### config.mk
export PLATFORM = sky130hd
export DESIGN_NAME = qspi_initiator
export DESIGN_NICKNAME = d
export VERILOG_FILES = /design/src/rtl/qspi_pkg.sv /design/src/rtl/qspi_clk_gen.sv /design/src/rtl/qspi_initiator.sv
export SDC_FILE = /design/constraint.sdc
export NUM_CORES = 1
export LEC_CHECK = 0
export ABC_AREA = 1
export BUFFER_PORTS_ARGS = -buffer_cell sky130_fd_sc_hd__buf_2
export CAP_MARGIN = 20
export CELL_PAD_IN_SITES_DETAIL_PLACEMENT = 2
export CELL_PAD_IN_SITES_GLOBAL_PLACEMENT = 2
export CORE_ASPECT_RATIO = 1.1
export CORE_MARGIN = 4
export CORE_UTILIZATION = 30
export DETAILED_ROUTE_END_ITERATION = 8
export PLACE_DENSITY = 0.8
export SLEW_MARGIN = 20
export SYNTH_ARGS = -nofsm -noshare
export SYNTH_HDL_FRONTEND = slang
export SYNTH_SLANG_ARGS = --single-unit
### constraint.sdc
create_clock -name CLK -period 2.2 [get_ports CLK]
set_clock_uncertainty 0.2 [all_clocks]
set_input_delay 0 -clock CLK [delete_from_list [all_inputs] [get_ports CLK]]
set_output_delay 0 -clock CLK [all_outputs]
set_load 0.005 [all_outputs]
### src/rtl/qspi_pkg.sv
`default_nettype none
// ============================================================================
// qspi_pkg : shared types and constants for the QSPI initiator
// Rev 1.0
// ============================================================================
package qspi_pkg;

  localparam int                       QSPI_NIBBLE_W = 4;
  localparam logic [QSPI_NIBBLE_W-1:0] QSPI_OE_ON    = 4'hF;
  localparam logic [7:0]               QSPI_OP_WRITE = 8'h02;
  localparam logic [7:0]               QSPI_OP_READ  = 8'h0B;

  typedef enum logic [2:0] {
    ST_IDLE  = 3'd0,
    ST_SETUP = 3'd1,
    ST_CMD   = 3'd2,
    ST_TURN  = 3'd3,
    ST_WDATA = 3'd4,
    ST_RDATA = 3'd5,
    ST_HOLD  = 3'd6,
    ST_DESEL = 3'd7
  } qspi_state_e;

endpackage
`default_nettype wire

### src/rtl/qspi_clk_gen.sv
`default_nettype none
// ============================================================================
// qspi_clk_gen : half-period divider, QCK toggle and rise/fall strobes
// Rev 1.0
// ============================================================================
module qspi_clk_gen #(
  parameter int CLK_DIV = 2
) (
  input  logic CLK,
  input  logic reset_in,
  input  logic run_i,
  input  logic clk_en_i,
  input  logic freeze_i,
  output logic qck_o,
  output logic tick_o,
  output logic rise_o,
  output logic fall_o
);

  localparam int               DIV_W    = (CLK_DIV > 1) ? $clog2(CLK_DIV) : 1;
  localparam logic [DIV_W-1:0] DIV_LAST = DIV_W'(CLK_DIV - 1);

  logic [DIV_W-1:0] div_q, div_d;
  logic             qck_q, qck_d;
  logic             tick;

  assign tick = run_i && !freeze_i && (div_q == DIV_LAST);

  always_comb begin
    div_d = div_q;
    qck_d = qck_q;
    if (!run_i) begin
      div_d = '0;
      qck_d = 1'b0;
    end else if (!freeze_i) begin
      div_d = (div_q == DIV_LAST) ? '0 : div_q + DIV_W'(1);
    end
    if (tick && clk_en_i) qck_d = ~qck_q;
  end

  always_ff @(posedge CLK or posedge reset_in) begin
    if (reset_in) begin
      div_q <= '0;
      qck_q <= 1'b0;
    end else begin
      div_q <= div_d;
      qck_q <= qck_d;
    end
  end

  assign qck_o  = qck_q;
  assign tick_o = tick;
  assign rise_o = tick && clk_en_i && !qck_q;
  assign fall_o = tick && clk_en_i &&  qck_q;

endmodule
`default_nettype wire

### src/rtl/qspi_initiator.sv
`default_nettype none
// ============================================================================
// qspi_initiator : quad-SPI master, opcode byte plus 0..2^LEN_W-1 data bytes
// QSPI_STALL_EN freezes QCK on tx underrun / rx full instead of flagging err.
// Rev 1.0
// ============================================================================
module qspi_initiator
  import qspi_pkg::*;
#(
  parameter int CLK_DIV      = 2,
  parameter int LEN_W        = 8,
  parameter int DUMMY_CYCLES = 2
) (
  input  logic                     CLK,
  input  logic                     reset_in,
  input  logic                     cmd_valid,
  output logic                     cmd_ready,
  input  logic [7:0]               cmd_opcode,
  input  logic                     cmd_read,
  input  logic [LEN_W-1:0]         cmd_len,
  input  logic [7:0]               tx_data,
  input  logic                     tx_valid,
  output logic                     tx_ready,
  output logic [7:0]               rx_data,
  output logic                     rx_valid,
  input  logic                     rx_ready,
  output logic                     busy,
  output logic                     done,
  output logic                     err,
  output logic                     qss,
  output logic                     qck,
  output logic [QSPI_NIBBLE_W-1:0] qd_out,
  output logic [QSPI_NIBBLE_W-1:0] qd_oe,
  input  logic [QSPI_NIBBLE_W-1:0] qd_in
);

  localparam int                TURN_W    = $clog2(DUMMY_CYCLES + 1);
  localparam logic [TURN_W-1:0] TURN_LAST = TURN_W'(DUMMY_CYCLES);
  localparam logic [LEN_W-1:0]  LEN_ONE   = LEN_W'(1);

  qspi_state_e              state_q;
  logic                     rw_q, nib_q, qss_q, rx_valid_q, tx_ready_q, done_q, err_q;
  logic [LEN_W-1:0]         rem_q;
  logic [TURN_W-1:0]        turn_q;
  logic [7:0]               byte_q, rx_data_q;
  logic [QSPI_NIBBLE_W-1:0] qd_out_q, qd_oe_q;
  logic                     tick, rise, fall, clk_en, freeze;
`ifdef QSPI_STALL_EN
  logic                     need_q;
`endif

  always_comb begin
    clk_en = 1'b0;
    case (state_q)
      ST_CMD, ST_TURN, ST_WDATA, ST_RDATA: clk_en = 1'b1;
      ST_HOLD:                             clk_en = qck;  // only the closing fall
      default:                             clk_en = 1'b0;
    endcase
  end

`ifdef QSPI_STALL_EN
  assign freeze = need_q ||
                  ((state_q == ST_RDATA) && !nib_q && !qck && rx_valid_q && !rx_ready);
`else
  assign freeze = 1'b0;
`endif

  qspi_clk_gen #(.CLK_DIV(CLK_DIV)) u_clk_gen (
    .CLK      (CLK),
    .reset_in (reset_in),
    .run_i    (state_q != ST_IDLE),
    .clk_en_i (clk_en),
    .freeze_i (freeze),
    .qck_o    (qck),
    .tick_o   (tick),
    .rise_o   (rise),
    .fall_o   (fall)
  );

  always_ff @(posedge CLK or posedge reset_in) begin
    if (reset_in) begin
      state_q    <= ST_IDLE;
      rw_q       <= 1'b0;
      nib_q      <= 1'b0;
      qss_q      <= 1'b1;
      rx_valid_q <= 1'b0;
      tx_ready_q <= 1'b0;
      done_q     <= 1'b0;
      err_q      <= 1'b0;
      rem_q      <= '0;
      turn_q     <= '0;
      byte_q     <= '0;
      rx_data_q  <= '0;
      qd_out_q   <= '0;
      qd_oe_q    <= '0;
`ifdef QSPI_STALL_EN
      need_q     <= 1'b0;
`endif
    end else begin
      tx_ready_q <= 1'b0;
      done_q     <= 1'b0;
      if (rx_valid_q && rx_ready) rx_valid_q <= 1'b0;
      case (state_q)
        ST_IDLE: if (cmd_valid) begin
          byte_q   <= cmd_opcode;
          rw_q     <= cmd_read;
          rem_q    <= cmd_len;
          err_q    <= 1'b0;
          qss_q    <= 1'b0;
          qd_oe_q  <= QSPI_OE_ON;
          qd_out_q <= cmd_opcode[7:4];
          nib_q    <= 1'b0;
          turn_q   <= '0;
          state_q  <= ST_SETUP;
        end
        ST_SETUP: if (tick) state_q <= ST_CMD;
        ST_CMD: begin
          if (fall) begin
            qd_out_q <= byte_q[3:0];
          end else if (rise) begin
            nib_q <= ~nib_q;
            if (nib_q) begin
              if (rem_q == '0) state_q <= ST_HOLD;
              else if (rw_q)   state_q <= ST_TURN;
              else             state_q <= ST_WDATA;
            end
          end
        end
        ST_WDATA: begin
`ifdef QSPI_STALL_EN
          if (need_q) begin
            if (tx_valid) begin
              byte_q     <= tx_data;
              qd_out_q   <= tx_data[7:4];
              tx_ready_q <= 1'b1;
              need_q     <= 1'b0;
            end
          end else
`endif
          if (fall) begin
            if (nib_q) begin
              qd_out_q <= byte_q[3:0];
            end else if (tx_valid) begin
              byte_q     <= tx_data;
              qd_out_q   <= tx_data[7:4];
              tx_ready_q <= 1'b1;
            end else begin
`ifdef QSPI_STALL_EN
              need_q   <= 1'b1;
`else
              byte_q   <= '0;
              qd_out_q <= '0;
              err_q    <= 1'b1;
`endif
            end
          end else if (rise) begin
            nib_q <= ~nib_q;
            if (nib_q) begin
              rem_q <= rem_q - LEN_ONE;
              if (rem_q == LEN_ONE) state_q <= ST_HOLD;
            end
          end
        end
        ST_TURN: if (fall) begin
          qd_oe_q <= '0;
          if (turn_q == TURN_LAST) state_q <= ST_RDATA;
          else                     turn_q  <= turn_q + TURN_W'(1);
        end
        ST_RDATA: if (rise) begin
          nib_q <= ~nib_q;
          if (!nib_q) begin
            byte_q[7:4] <= qd_in;
          end else begin
            rx_data_q  <= {byte_q[7:4], qd_in};
            rx_valid_q <= 1'b1;
`ifndef QSPI_STALL_EN
            if (rx_valid_q && !rx_ready) err_q <= 1'b1;
`endif
            rem_q <= rem_q - LEN_ONE;
            if (rem_q == LEN_ONE) state_q <= ST_HOLD;
          end
        end
        ST_HOLD: if (tick && !qck) begin
          qd_oe_q <= '0;
          qss_q   <= 1'b1;
          done_q  <= 1'b1;
          state_q <= ST_DESEL;
        end
        ST_DESEL: if (tick) begin
          nib_q <= ~nib_q;
          if (nib_q) state_q <= ST_IDLE;
        end
        default: state_q <= ST_IDLE;
      endcase
    end
  end

  assign cmd_ready = (state_q == ST_IDLE);
  assign busy      = (state_q != ST_IDLE);
  assign tx_ready  = tx_ready_q;
  assign rx_data   = rx_data_q;
  assign rx_valid  = rx_valid_q;
  assign done      = done_q;
  assign err       = err_q;
  assign qss       = qss_q;
  assign qd_out    = qd_out_q;
  assign qd_oe     = qd_oe_q;

endmodule
`default_nettype wire
* Yosys cells after proc, flatten, opt, wreduce, memory -nomap -nowiden
Index checks and enable logic that the tools add are counted.
** Word-level totals
- Output and inout bits :: 24
- Memories kept :: 0
- Flip-flop bits (word level) :: 46
- Latch bits :: 0
- Bits of input ports :: 34
- Memory bits (writable) :: 0
- Bits in read-only memories :: 0
** Cells by class
- Shift-type cells :: 0
- $mul :: 0
- Muxes and demuxes :: 73
- Equality and inequality tests :: 31
- Div/mod/pow operators :: 0
- Reductions and logical operators :: 33
- $lt $le $gt $ge :: 0
- Add/sub/neg operators :: 3
- Bitwise operators :: 2
** Operators with widths (count)
- 8-bit two-way mux :: 8
- 3-bit two-way mux :: 16
- 2-bit inequality test, second input constant :: 22
- 4-bit two-way mux :: 10
- 4-bit case mux with 3 select lines :: 3
- 1-bit two-way mux :: 25
- 3-bit case mux with 8 select lines :: 1
- 8-bit case mux with 3 select lines :: 1
- 4-bit AND reduction :: 5
- 3-bit == test, second input constant :: 4
- 3-bit nonzero test :: 4
- 11-bit AND reduction :: 1
- 3-bit AND reduction :: 3
- 8-bit by 1-bit == test with 1-bit output, second input constant :: 1
- 8-bit logical NOT :: 1
- 4-bit case mux with 2 select lines :: 1
- 8-bit AND reduction :: 1
- 8-bit by 1-bit subtractor with 8-bit output, second input constant :: 1
- 1-bit logical AND :: 7
- 3-bit by 2-bit == test with 1-bit output, second input constant :: 2
- 2-bit two-way mux :: 3
- 6-bit AND reduction :: 1
- 2-bit nonzero test :: 3
- 1-bit case mux with 2 select lines :: 2
- other kinds (14) :: 16

* Logic depth before layout (Yosys ltp)
Gate-level depths: netlist (run 1).
- Word-level depth :: 8
- Depth in mapped cells :: 13
- Gate-level depth less buffers :: 11

* Hierarchy
Synthesis (run 1) repeated with hierarchy kept, for this count alone.
** Unflattened totals
- Cell total of the unflattened synthesis :: 389
- Area, all modules :: 2787.7 um^2
** Modules (own cells, without submodules)
- qspi_initiator :: area each 2663.8 um^2, cells an instance 372, sequential area each 1027.2 um^2, instances 1
- qspi_clk_gen :: area each 123.9 um^2, cells an instance 17, sequential area each 50.0 um^2, instances 1

* Worst setup path before layout (run 1)
Ideal clock, no wire load.
- Path kind :: register to register
- Start :: register state_q[1]
- End :: register rem_q[1]
- Cell stages (with the launch flop) :: 14
- Clock period less this slack :: 1.925 ns
- Setup slack :: 0.275 ns
- Required time :: 1.924 ns
- Data arrival time :: 1.649 ns
- Path buffers :: 2
- Cells stage by stage :: dfrtp_1 buf_6 inv_1 ha_1 inv_1 nand4_2 nand2_1 nand2_1 nor2_1 nand2_2 inv_2 buf_6 nand2_1 o21ai_1
** Between the ends
- Longest elaborated chain between the ends :: 8
- Elaborated cells on any way between the ends :: 20
- Those cells by class :: eq/ne: 7; mux: 4; reduce/logical: 9
** Ends and longest elaborated chain
- start, declared :: line qspi_initiator.sv:41 : qspi_state_e state_q;
- start signal, assigned :: line qspi_initiator.sv:82 : state_q <= ST_IDLE;
- start signal, assigned :: line qspi_initiator.sv:114 : state_q <= ST_SETUP;
- start signal, assigned :: line qspi_initiator.sv:116 : ST_SETUP: if (tick) state_q <= ST_CMD;
- 3-bit == test / 3-bit by 2-bit == test with 1-bit output (equally long branches) :: line qspi_initiator.sv:54, qspi_initiator.sv:103
- 4-bit OR reduction :: line qspi_initiator.sv:54 : case (state_q)
- 1-bit case mux with 2 select lines :: line qspi_initiator.sv:54
- 1-bit logical AND :: line qspi_clk_gen.sv:53, qspi_clk_gen.sv:54
- 1-bit logical AND :: line qspi_clk_gen.sv:53 : assign rise_o = tick && clk_en_i && !qck_q;
- 8-bit two-way mux (2 in a row)
- 8-bit case mux with 3 select lines :: line qspi_initiator.sv:103 : case (state_q)
- end signal, assigned :: line qspi_initiator.sv:107 : rem_q <= cmd_len;
- end signal, assigned :: line qspi_initiator.sv:159 : rem_q <= rem_q - LEN_ONE;
- end signal, assigned :: line qspi_initiator.sv:179 : rem_q <= rem_q - LEN_ONE;
- end, declared :: line qspi_initiator.sv:43 : logic [LEN_W-1:0] rem_q;
Parallel ways exist; a longest one is shown, timed or not. The select of a mux whose other input is x is not followed.
A chain may end at the register's enable or synchronous reset.

* Final worst setup path (run 1)
- Start :: register state_q[1]
- End :: register rem_q[2]
The elaborated chain is that of the path after synthesis.

==> metrics.md, run 1 <==
| Metric | Value |
|---|---|
| Status | complete, no violations |
| Core ar. | between 8000 and 9000 um^2 |
| Sequential area share after synthesis | about two fifths |
| Global placement routability congestion | 0.821 |
| Synth warn | 0 |
| CP endpoint kind | register |
| Drc violations | 0 |
| Drt total wl | 10.2 mm |
| Worst Setup Slack, final | 0.0388 ns |
| Die height | between 100 and 150 um |
| Layout Utilization | 42.2% |
| Max_cap viols | 0 |
| Main combinational cell family by area after synthesis | simple AND/OR/NAND/NOR gates |
| Main synth FF type | dfrtp_1 |
| Post-synthesis mux area share | 0% |
| Compound-Gate Fraction of Synth Area | 15.7% |
| Relative slew slack | 42.2% |
| Total Routing Usage GR | 19.7% |
| Cells after synthesis | 349 |
| WL per Instance | 18.2 um |
| Final Cell Area | approximately 3500 um^2 |
| Die Span X | 96.7 um |
| Synth-to-layout area growth | 36.7% |
| Die area | just over 10,000 um^2 |
| DRT Pass-1 Iters | 4 |
| Synth Area in Adders | 2.41% |
| Worst path required time | roughly 2.3 ns |
| Pwr dens | between 1000 and 1500 nW/um^2 |
| Clock sinks | 43 |
| CTS clk-pin slew, worst paths | 0.09 ns |
| Post-Synth Simple-Gate Area | between 30% and 40% |
| Asr flop ratio synth | 100% |
| Tot Pwr | around 4.0 mW |
| Post-synth top cells | nand2_1, dfrtp_1, inv_1 |
| Worst Setup SP | state_q[1] |
| Min Tclk post-route | 2.16 ns |
| Ant diodes | 0 |
| Fin crit share | 98.2% |
| XOR/XNOR Fraction of Synth Area | roughly 1.0% |
| Max clock buf depth | 2 |
| Global-route wire length before repair | 16.3 mm |
| HP Class | input port to register |
| Gr ovfl total | 0 |
| Post-synth EDFFs | 0 |
| Avg Cell Area, Syn | 7.43 um^2 |
| TritonCTS clock tree | built |
| # port buffers | 57 |
| Synth cell types | 34 |
| Peak supply drop | 0.347 mV |
| Vias in the first global route | 3,140 |
| Worst r2r src | state_q[1] |
| Total CTS buffers | 5 |
| Top Ports | a little under 60 |
| Final setup viols | 0 |
| Final nets | 486 |
| Via Count | 2,823 |
| DP HPWL | a little under 7 mm |
| Most frequent cell after synthesis | nand2_1 |
| Via density | 5.05 |
| Antenna-violating nets left | 0 |
| Dpl cell area | between 3000 and 4000 um^2 |
| Synth Cell Area | between 2000 and 3000 um^2 |
| Synth top area share | 40.5% |
| Crit-path max FO | 11 |
| CTS H-tree lvls | 2 |
| Initial DRC Count | 137 |
| CP startpoint kind | register |
| Synthesized flop and latch total | 43 |
| Pin count of the biggest net entering global routing | 24 |
| Worst-Margin Slew | around 0.86 ns |
| Final hold vios | 0 |
| Worst skew pair latency | 0.33 ns |
| Syn nets | 388 |
| Root Driver | clkbuf_8 |
| Max Clk Rate | approximately 460 MHz |
| Area contributors post-synth | dfrtp_1, nand2_1, o21ai_0 |
| HP Start | tx_data[7] |
| Initial antenna violation count | 0 |
| Initial Utilization | 30.8% |
| Layout cells sized above 1 | 26.1% |
| Cell taking the most area after synthesis | dfrtp_1 |
| Data arrival, critical path | around 2.2 ns |
| Place WS | -0.0221 ns |
| FF-to-FF setup slack | 0.04 ns |
| Row Count | 35 |
| Slew Viols, Final | 0 |
| Leak Pwr | 1.81 nW |
| Critical path type | register to register |
-- layout by cell type, fill, tap and decap left out, types with 4 or more instances in the layout --
master / instances
a21oi_1: 4
a22o_1: 4
buf_2: 57
buf_4: 12
clkbuf_8: 6
dfrtp_1: 39
dlygate4sd3_1: 31
ha_1: 4
inv_1: 38
inv_2: 4
nand2_1: 90
nand2_2: 7
nand3_1: 21
nand4_1: 7
nor2_1: 29
nor2_2: 4
nor3_1: 5
o21ai_0: 33
o21ai_1: 13
-- metal layers --
| metal | share of wire (%) | wire length (um) | track usage [%] | vias up |
|---|---|---|---|---|
| li1 | - | - | - | 1339 |
| met1 | 40 | 4080 | 22.7 | 1404 |
| met2 | 54 | 5520 | 37.0 | 65 |
| met3 | 3.7 | 374 | 3.44 | 15 |
| met4 | 2.3 | 231 | 6.02 | 0 |
| met5 | 0 | 0 | 0 | - |
-- critical path, cell delays in order, from the launching register on --
cell and delay (ns):
dfrtp_2 0.45, inv_1 0.08, ha_2 0.28, inv_1 0.13, nand4_2 0.20, nand2_2 0.14, nand2_1 0.08, nor2_2 0.13
nand2_2 0.14, inv_6 0.13, nand2_1 0.06, o21ai_1 0.07
-- layout make-up --
cell class                      count  area, um^2
Fill cell                        1001        4860
Multi-Input combinational cell    252        1350
Sequential cell                    43        1080
Timing Repair Buffer              101         706
Inverter                           44         170
Tap cell                          111         139
Clock buffer                        6        82.6
Clock inverter                      2        16.3
-- where the power goes --
| part | internal [mW] | switching [mW] |
|---|---|---|
| Clock | 0.257 | 0.336 |
| Sequential | 1.06 | 0.247 |
| Combinational | 0.724 | 1.35 |
-- timing repair --
action,in CTS,in global routing
pin swaps,0,1
buffers inserted,0,3
gates resized for setup,4,17
endpoints found under the setup margin,11,14
hold endpoints to repair,49,0
gates cloned,0,0
hold buffers,31,0
-- cell families after synthesis --
| family | count (synthesis) |
|---|---|
| buf+inv | 54 |
| compound gates | 69 |
| xor+xnor | 3 |
| fa+ha+maj | 5 |
| simple gates | 175 |
| flops | 43 |
-- worst paths after layout --
path,endpoint,cells after the start
setup / recovery,rem_q[2],11
setup reg to reg,rem_q[2],11
min in group asynchronous,byte_q[1],3
hold / removal,byte_q[7],5
hold reg to reg,rx_data[5],2
max in group asynchronous,u_clk_gen.div_q,4
-- flip-flops by register name (all words and copies together), names as in the netlist --
register and cells:
byte_q 8, done 1, err 1, nib_q 1, qd_oe 1, qd_out 4, qss 1, rem_q 8
rw_q 1, rx_data 8, rx_valid 1, state_q 3, turn_q 2, tx_ready 1, u_clk_gen.div_q 1, u_clk_gen.qck_o 1
-- metrics by stage --
step	cells	TNS, ns	hold slack, ns
2_1_floorplan	349	0	-0.0790
3_3_place_gp	517	0	-0.0945
3_5_place_dp	517	-0.0701	-0.0855
4_1_cts	556	0	0.0103
5_1_grt	559	-0.301	0.0301
6_report	559	0	0.0118
No activity file was read; power rests on OpenSTA's default activity.
==> run 2: changes to the inputs <==
--- a/config.mk
+++ b/config.mk
@@ -14,8 +14,8 @@
 export CORE_MARGIN = 4
 export CORE_UTILIZATION = 30
 export DETAILED_ROUTE_END_ITERATION = 8
-export PLACE_DENSITY = 0.8
-export SLEW_MARGIN = 20
+export PLACE_DENSITY_LB_ADDON = 0.05
+export SLEW_MARGIN = 30
 export SYNTH_ARGS = -nofsm -noshare
 export SYNTH_HDL_FRONTEND = slang
 export SYNTH_SLANG_ARGS = --single-unit
==> constraint.sdc (replaced) <==
create_clock -name CLK -period 2.2 [get_ports CLK]
set_clock_uncertainty 0.2 [all_clocks]
set_input_delay 0 -clock CLK [delete_from_list [all_inputs] [get_ports CLK]]
set_output_delay 0 -clock CLK [all_outputs]
set_load 0.1 [all_outputs]
==> run 2 against run 1 <==
Critical path depth down 1. First-iteration DRC count down 63%. Maximum frequency up 4.4%. Flip-flop and latch count unchanged. Via count down 1.9%. Final area up 1.6%. Total power up 19%. Worst hold slack better by 0.25 ns. Clock power up 15%. Utilization up 0.65 points. Final cell count up 1.6%. Register-to-register slack better by 0.09 ns.
==> metrics.md, run 2 (synthesis gave the netlist of run 1 again) <==
| Metric | Value |
|---|---|
| Drc violations | 0 |
| CTS clk-pin slew, worst paths | 0.09 ns |
| Place WS | -0.00184 ns |
| CP startpoint kind | register |
| Worst skew pair latency | ~0.31 ns |
| Ant diodes | 0 |
| Via Count | 2,770 |
| Initial DRC Count | 51 |
| Metal-1 WL | a little under 4 mm |
| Status | complete, no violations |
| Hold slack | 0.263 ns |
| Pin count of the biggest net entering global routing | 23 |
| Relative slew slack | 66.8% |
| Met2 WL post-DR | 4.73 mm |
| Initial Utilization | just over 30% |
| WL per Instance | 15.8 um |
| Vias in the first global route | 3,002 |
| Most frequent cells in the layout | nand2_1, buf_2, dfrtp_1 |
| Worst path required time | 2.20 ns |
| Top Ports | 58 |
| Total Routing Usage GR | 17.8% |
| Via density | 4.88 |
| Finished Layout Cells | 568 |
| Global-route wire length before repair | 15.1 mm |
| # port buffers | 57 |
| Crit-path cells | nor2_4 > buf_4 > a21oi_4 > nand3_2 > nand2_1 > nand2_1 > nor2_2 > nand3_2 > nand2_1 > nand2_1 |
| Peak supply drop | 0.551 mV |
| Wire length on met3 | between 200 and 250 um |
| DRT Pass-1 Iters | 4 |
| Initial antenna violation count | 0 |
| Row Count | 35 |
| CTS H-tree lvls | 2 |
| Final Cell Area | between 3000 and 4000 um^2 |
| Drt total wl | 8.96 mm |
| Gr ovfl total | 0 |
| TritonCTS clock tree | built |
| Die area | 10,200 um^2 |
| Data arrival, critical path | 2.07 ns |
| Min Tclk post-route | 2.07 ns |
| Crit path max-delay family | simple AND/OR/NAND/NOR gates |
| HP Class | input port to register |
| Crit-path max FO | 5 |
| Crit-path most repeated cell | nand2_1 |
| Antenna-violating nets left | 0 |
| CP max stage delay | ~0.47 ns |
| Core ar. | 8410 um^2 |
| Worst Setup SP | state_q[0] |
| Dpl cell area | 3070 um^2 |
| Worst-Margin Slew | around 0.50 ns |
| Leak Pwr | 1.86 nW |
| Global placement routability congestion | 0.801 |
| Most common cell after layout, fill and taps aside | nand2_1 |
| Final nets | 495 |
| Pwr dens | 1320 nW/um^2 |
| # fillers | 1,010 |
| Final setup viols | 0 |
| Die Span X | 96.7 um |
| Critical path type | register to register |
| DP HPWL | between 6 and 7 mm |
| Final hold vios | 0 |
| Critical Path Slowest Stage Cell | dfrtp_1 |
| Layout Utilization | 42.8% |
| Worst r2r src | state_q[0] |
| CP endpoint kind | register |
| Synth-to-layout area growth | 38.8% |
| Root Driver | clkbuf_8 |
| Total CTS buffers | 5 |
| Clock sinks | 43 |
| Max Clk Rate | 483 MHz |
| Inst Count DP | 521 |
| Worst Setup Slack, final | 0.130 ns |
| Max clock buf depth | 2 |
| Slew Viols, Final | 0 |
| Layout cells sized above 1 | 26.5% |
| Uppermost layer routed | met4 |
| Max_cap viols | 0 |
| Fin crit share | 94.1% |
| HP Start | cmd_read |
| Die height | 106 um |
| Buf/Inv on CP | 1 |
==> run 2: cell types whose count changed in the layout (fill, tap and decap cells not counted), sizes merged <==
| cell | delta |
|---|---|
| buf | +5 |
| bufinv | +1 |
| clkinvlp | -1 |
| dlygate4sd3 | +3 |
| inv | +1 |
==> run 2: repair_timing <==
item / in CTS / in global routing
endpoints found under the setup margin: 9 / 13
hold endpoints to repair: 71 / 0
gates cloned: 0 / 1
pin swaps: 0 / 2
resized for setup: 1 / 12
hold buffers: 34 / 0
buffers inserted: 0 / 4
==> run 2: final cells by class <==
cell class	count	area [um^2]	share of cell area, %
clock buffers	6	82.6	2.29
well taps	111	139	3.86
clock inverters	2	38.8	1.08
repair buffers	109	761	21.1
repair inverters	1	5.00	0.139
inverters	44	178	4.94
flip-flops and latches	43	1080	30.0
multi-input cells	252	1320	36.6
==> run 2: worst register-to-register path: stages (launching register included) <==
cell and delay [ns]:
dfrtp_1 0.47, nor2_4 0.08, buf_4 0.16, a21oi_4 0.19, nand3_2 0.17, nand2_1 0.14
nand2_1 0.08, nor2_2 0.20, nand3_2 0.13, nand2_1 0.09, nand2_1 0.05
==> run 2: metal layers <==
layer | global-route usage (%) | vias to the layer above
li1 | - | 1357
met1 | 22.4 | 1363
met2 | 32.7 | 45
met3 | 2.38 | 5
met4 | 3.01 | 0
met5 | 0 | -
==> run 2: per-stage QoR <==
stage	TNS [ns]	power (mW)
floorplan	0	3.28
global placement	0	3.83
detailed placement	-0.00184	3.91
CTS	0	4.65
global route	-0.0848	5.13
finish	0	4.74
==> run 2: worst paths after layout <==
path	endpoint	cells past startpoint	slack [ns]
worst max-delay path	state_q[0]	10	0.13
worst min-delay path	rw_q	4	0.26
worst max register to register	state_q[0]	10	0.13
worst min register to register	rx_data[7]	2	0.29
max in group asynchronous	qss	5	0.73
min in group asynchronous	qd_out[0]	4	0.47
==> run 2: power by group <==
part	internal (mW)	leakage (nW)	switching [mW]
Sequential	1.06	0.522	0.217
Clock	0.374	0.0618	0.305
Combinational	0.765	1.28	2.02
==> run 3: changes to the inputs <==
==> constraint.sdc (replaced) <==
create_clock -name CLK -period 2.2 [get_ports CLK]
set_clock_uncertainty 0.2 [all_clocks]
set_input_delay 0.11 -clock CLK [delete_from_list [all_inputs] [get_ports CLK]]
set_output_delay 0.11 -clock CLK [all_outputs]
set_load 0.1 [all_outputs]
==> run 3 against run 2 <==
Total power fell by 2.0%. First-iteration DRC count fell by 9.8%. Register-to-register slack got worse by 0.05 ns. Via count fell by 2.8%. Count of clock-buffer cells in the layout fell by 1. Critical path type unchanged. Final cell count fell by 1.9%. Die area did not move. Global-route usage fell by 0.63 points. Highest routed layer unchanged.
==> metrics.md, run 3 (synthesis gave the netlist of run 1 again) <==
| Metric | Value |
|---|---|
| Pin count of the biggest net entering global routing | 24 |
| Initial DRC Count | 46 |
| Row Count | 35 |
| Via Count | 2,693 |
| Status | complete, no violations |
| # fillers | 1,043 |
| # port buffers | 57 |
| Die Span X | 96.7 um |
| Die height | 106 um |
| Max_cap viols | 0 |
| Total Routing Usage GR | 17.2% |
| Data arrival, critical path | 2.12 ns |
| TritonCTS clock tree | built |
| Drt total wl | 8.55 mm |
| Combinational Power Share | 58.3% |
| Vias in the first global route | 2,879 |
| Area occupied by multi-input gates | 1300 um^2 |
| Gr ovfl total | 0 |
| Worst-Margin Slew | 0.513 ns |
| Psw | about 2.5 mW |
| Total CTS buffers | 5 |
| Critical path type | register to register |
| Place WS | -0.0347 ns |
| Area taken by flip-flops and latches | 1080 um^2 |
| HP Class | input port to register |
| Crit-path max FO | 8 |
| CTS clk-pin slew, worst paths | 0.09 ns |
| Via density | 4.83 |
| Min Tclk post-route | roughly 2.1 ns |
| Top Ports | 58 |
| CTS H-tree lvls | 2 |
| Drc violations | 0 |
| Worst skew pair latency | between 0.3 and 0.4 ns |
| Fin crit share | a little under 100% |
| Sequential Power Share | 27.5% |
| Switching share of power | 53.9% |
| Relative slew slack | ~66% |
| Most frequent cells in the layout | nand2_1, buf_2, dfrtp_1 |
| Pwr dens | ~1300 nW/um^2 |
| Worst Setup Slack, final | between 0.07 and 0.08 ns |
| Hold slack | 0.00814 ns |
| Initial Utilization | 30.8% |
| Internal power | 2.14 mW |
| Final hold vios | 0 |
| Global placement routability congestion | 0.807 |
| DP HPWL | 6.60 mm |
| CP startpoint kind | register |
| Antenna-violating nets left | 0 |
| WL per Instance | 15.4 um |
| Most common cell after layout, fill and taps aside | nand2_1 |
| Root Driver | clkbuf_8 |
| Synth-to-layout area growth | 34.7% |
| Final setup viols | 0 |
| Slew Viols, Final | 0 |
| Leak Pwr | between 1.5 and 2 nW |
| Final nets | 484 |
| Clock sinks | 43 |
| DRT Pass-1 Iters | 4 |
| Clock share of power | 14.1% |
| Die area | 10,200 um^2 |
| Peak supply drop | 0.486 mV |
| Layout cells sized above 1 | between 20% and 30% |
| Initial antenna violation count | 0 |
| Max Clk Rate | 471 MHz |
| Ant diodes | 0 |
| Global-route wire length before repair | 14.4 mm |
| Max clock buf depth | 2 |
| Core ar. | approximately 8400 um^2 |
| Worst path required time | 2.19 ns |
| CP endpoint kind | register |
## run 3: power by group through the flow
stage	registers, mW	logic [mW]	clock network, mW
floorplan	1.69	1.59	0
detailed placement	1.30	2.61	0
global placement	1.28	2.55	0
global route	1.32	2.99	0.730
CTS	1.29	2.66	0.686
finish	1.28	2.71	0.657
## run 3: layout make-up
class | instances | area share, %
multi-input cells | 252 | 37.3
flip-flops and latches | 43 | 30.9
repair buffers | 99 | 19.4
inverters | 44 | 5.08
well taps | 111 | 3.97
clock buffers | 5 | 1.97
clock inverters | 3 | 1.36
## run 3: timing repair
action,CTS,global route
buffers inserted,0,4
hold buffers,26,0
setup endpoints to repair,7,12
cloned,0,0
endpoints found under the hold margin,46,0
pin swaps,0,1
resized for setup,2,9
## run 3: layer usage
metal / wire (um) / vias to the layer above / GRT usage [%]
met5: 0 / - / 0
met3: 246 / 8 / 2.65
met1: 3800 / 1308 / 21.1
met4: 100 / 0 / 4.21
li1: - / 1332 / -
met2: 4400 / 45 / 31.3
## run 3: worst paths after layout
kind                               start         endpoint  slack, ns  cells past startpoint
max                           state_q[2]       state_q[2]       0.08                      9
min                        cmd_opcode[0]        byte_q[0]      0.008                      4
max reg2reg                   state_q[2]       state_q[2]       0.08                      9
min reg2reg                    turn_q[1]        turn_q[1]       0.29                      2
max in group asynchronous       reset_in  u_clk_gen.qck_o       1.11                      4
min in group asynchronous       reset_in            nib_q       0.17                      3
## run 3: critical path, stage by stage (launching register included)
cell     delay, ns
dfrtp_2       0.48
ha_1          0.34
inv_1         0.12
nand4_2       0.17
nand2_1       0.13
nand3_1       0.09
nor2_2        0.16
nand3_1       0.16
nand2_1       0.11
nand2_1       0.07
## run 3: stage by stage
step	util (%)	setup TNS, ns	total power [mW]	std cells	cell area (um^2)
global placement	36.4	0	3.83	519	3060
detailed placement	36.4	-0.0399	3.91	519	3060
floorplan	-	0	3.28	349	2600
global route	41.6	-0.0323	5.04	557	3490
finish	41.6	0	4.64	557	3490
CTS	41.0	0	4.64	553	3440
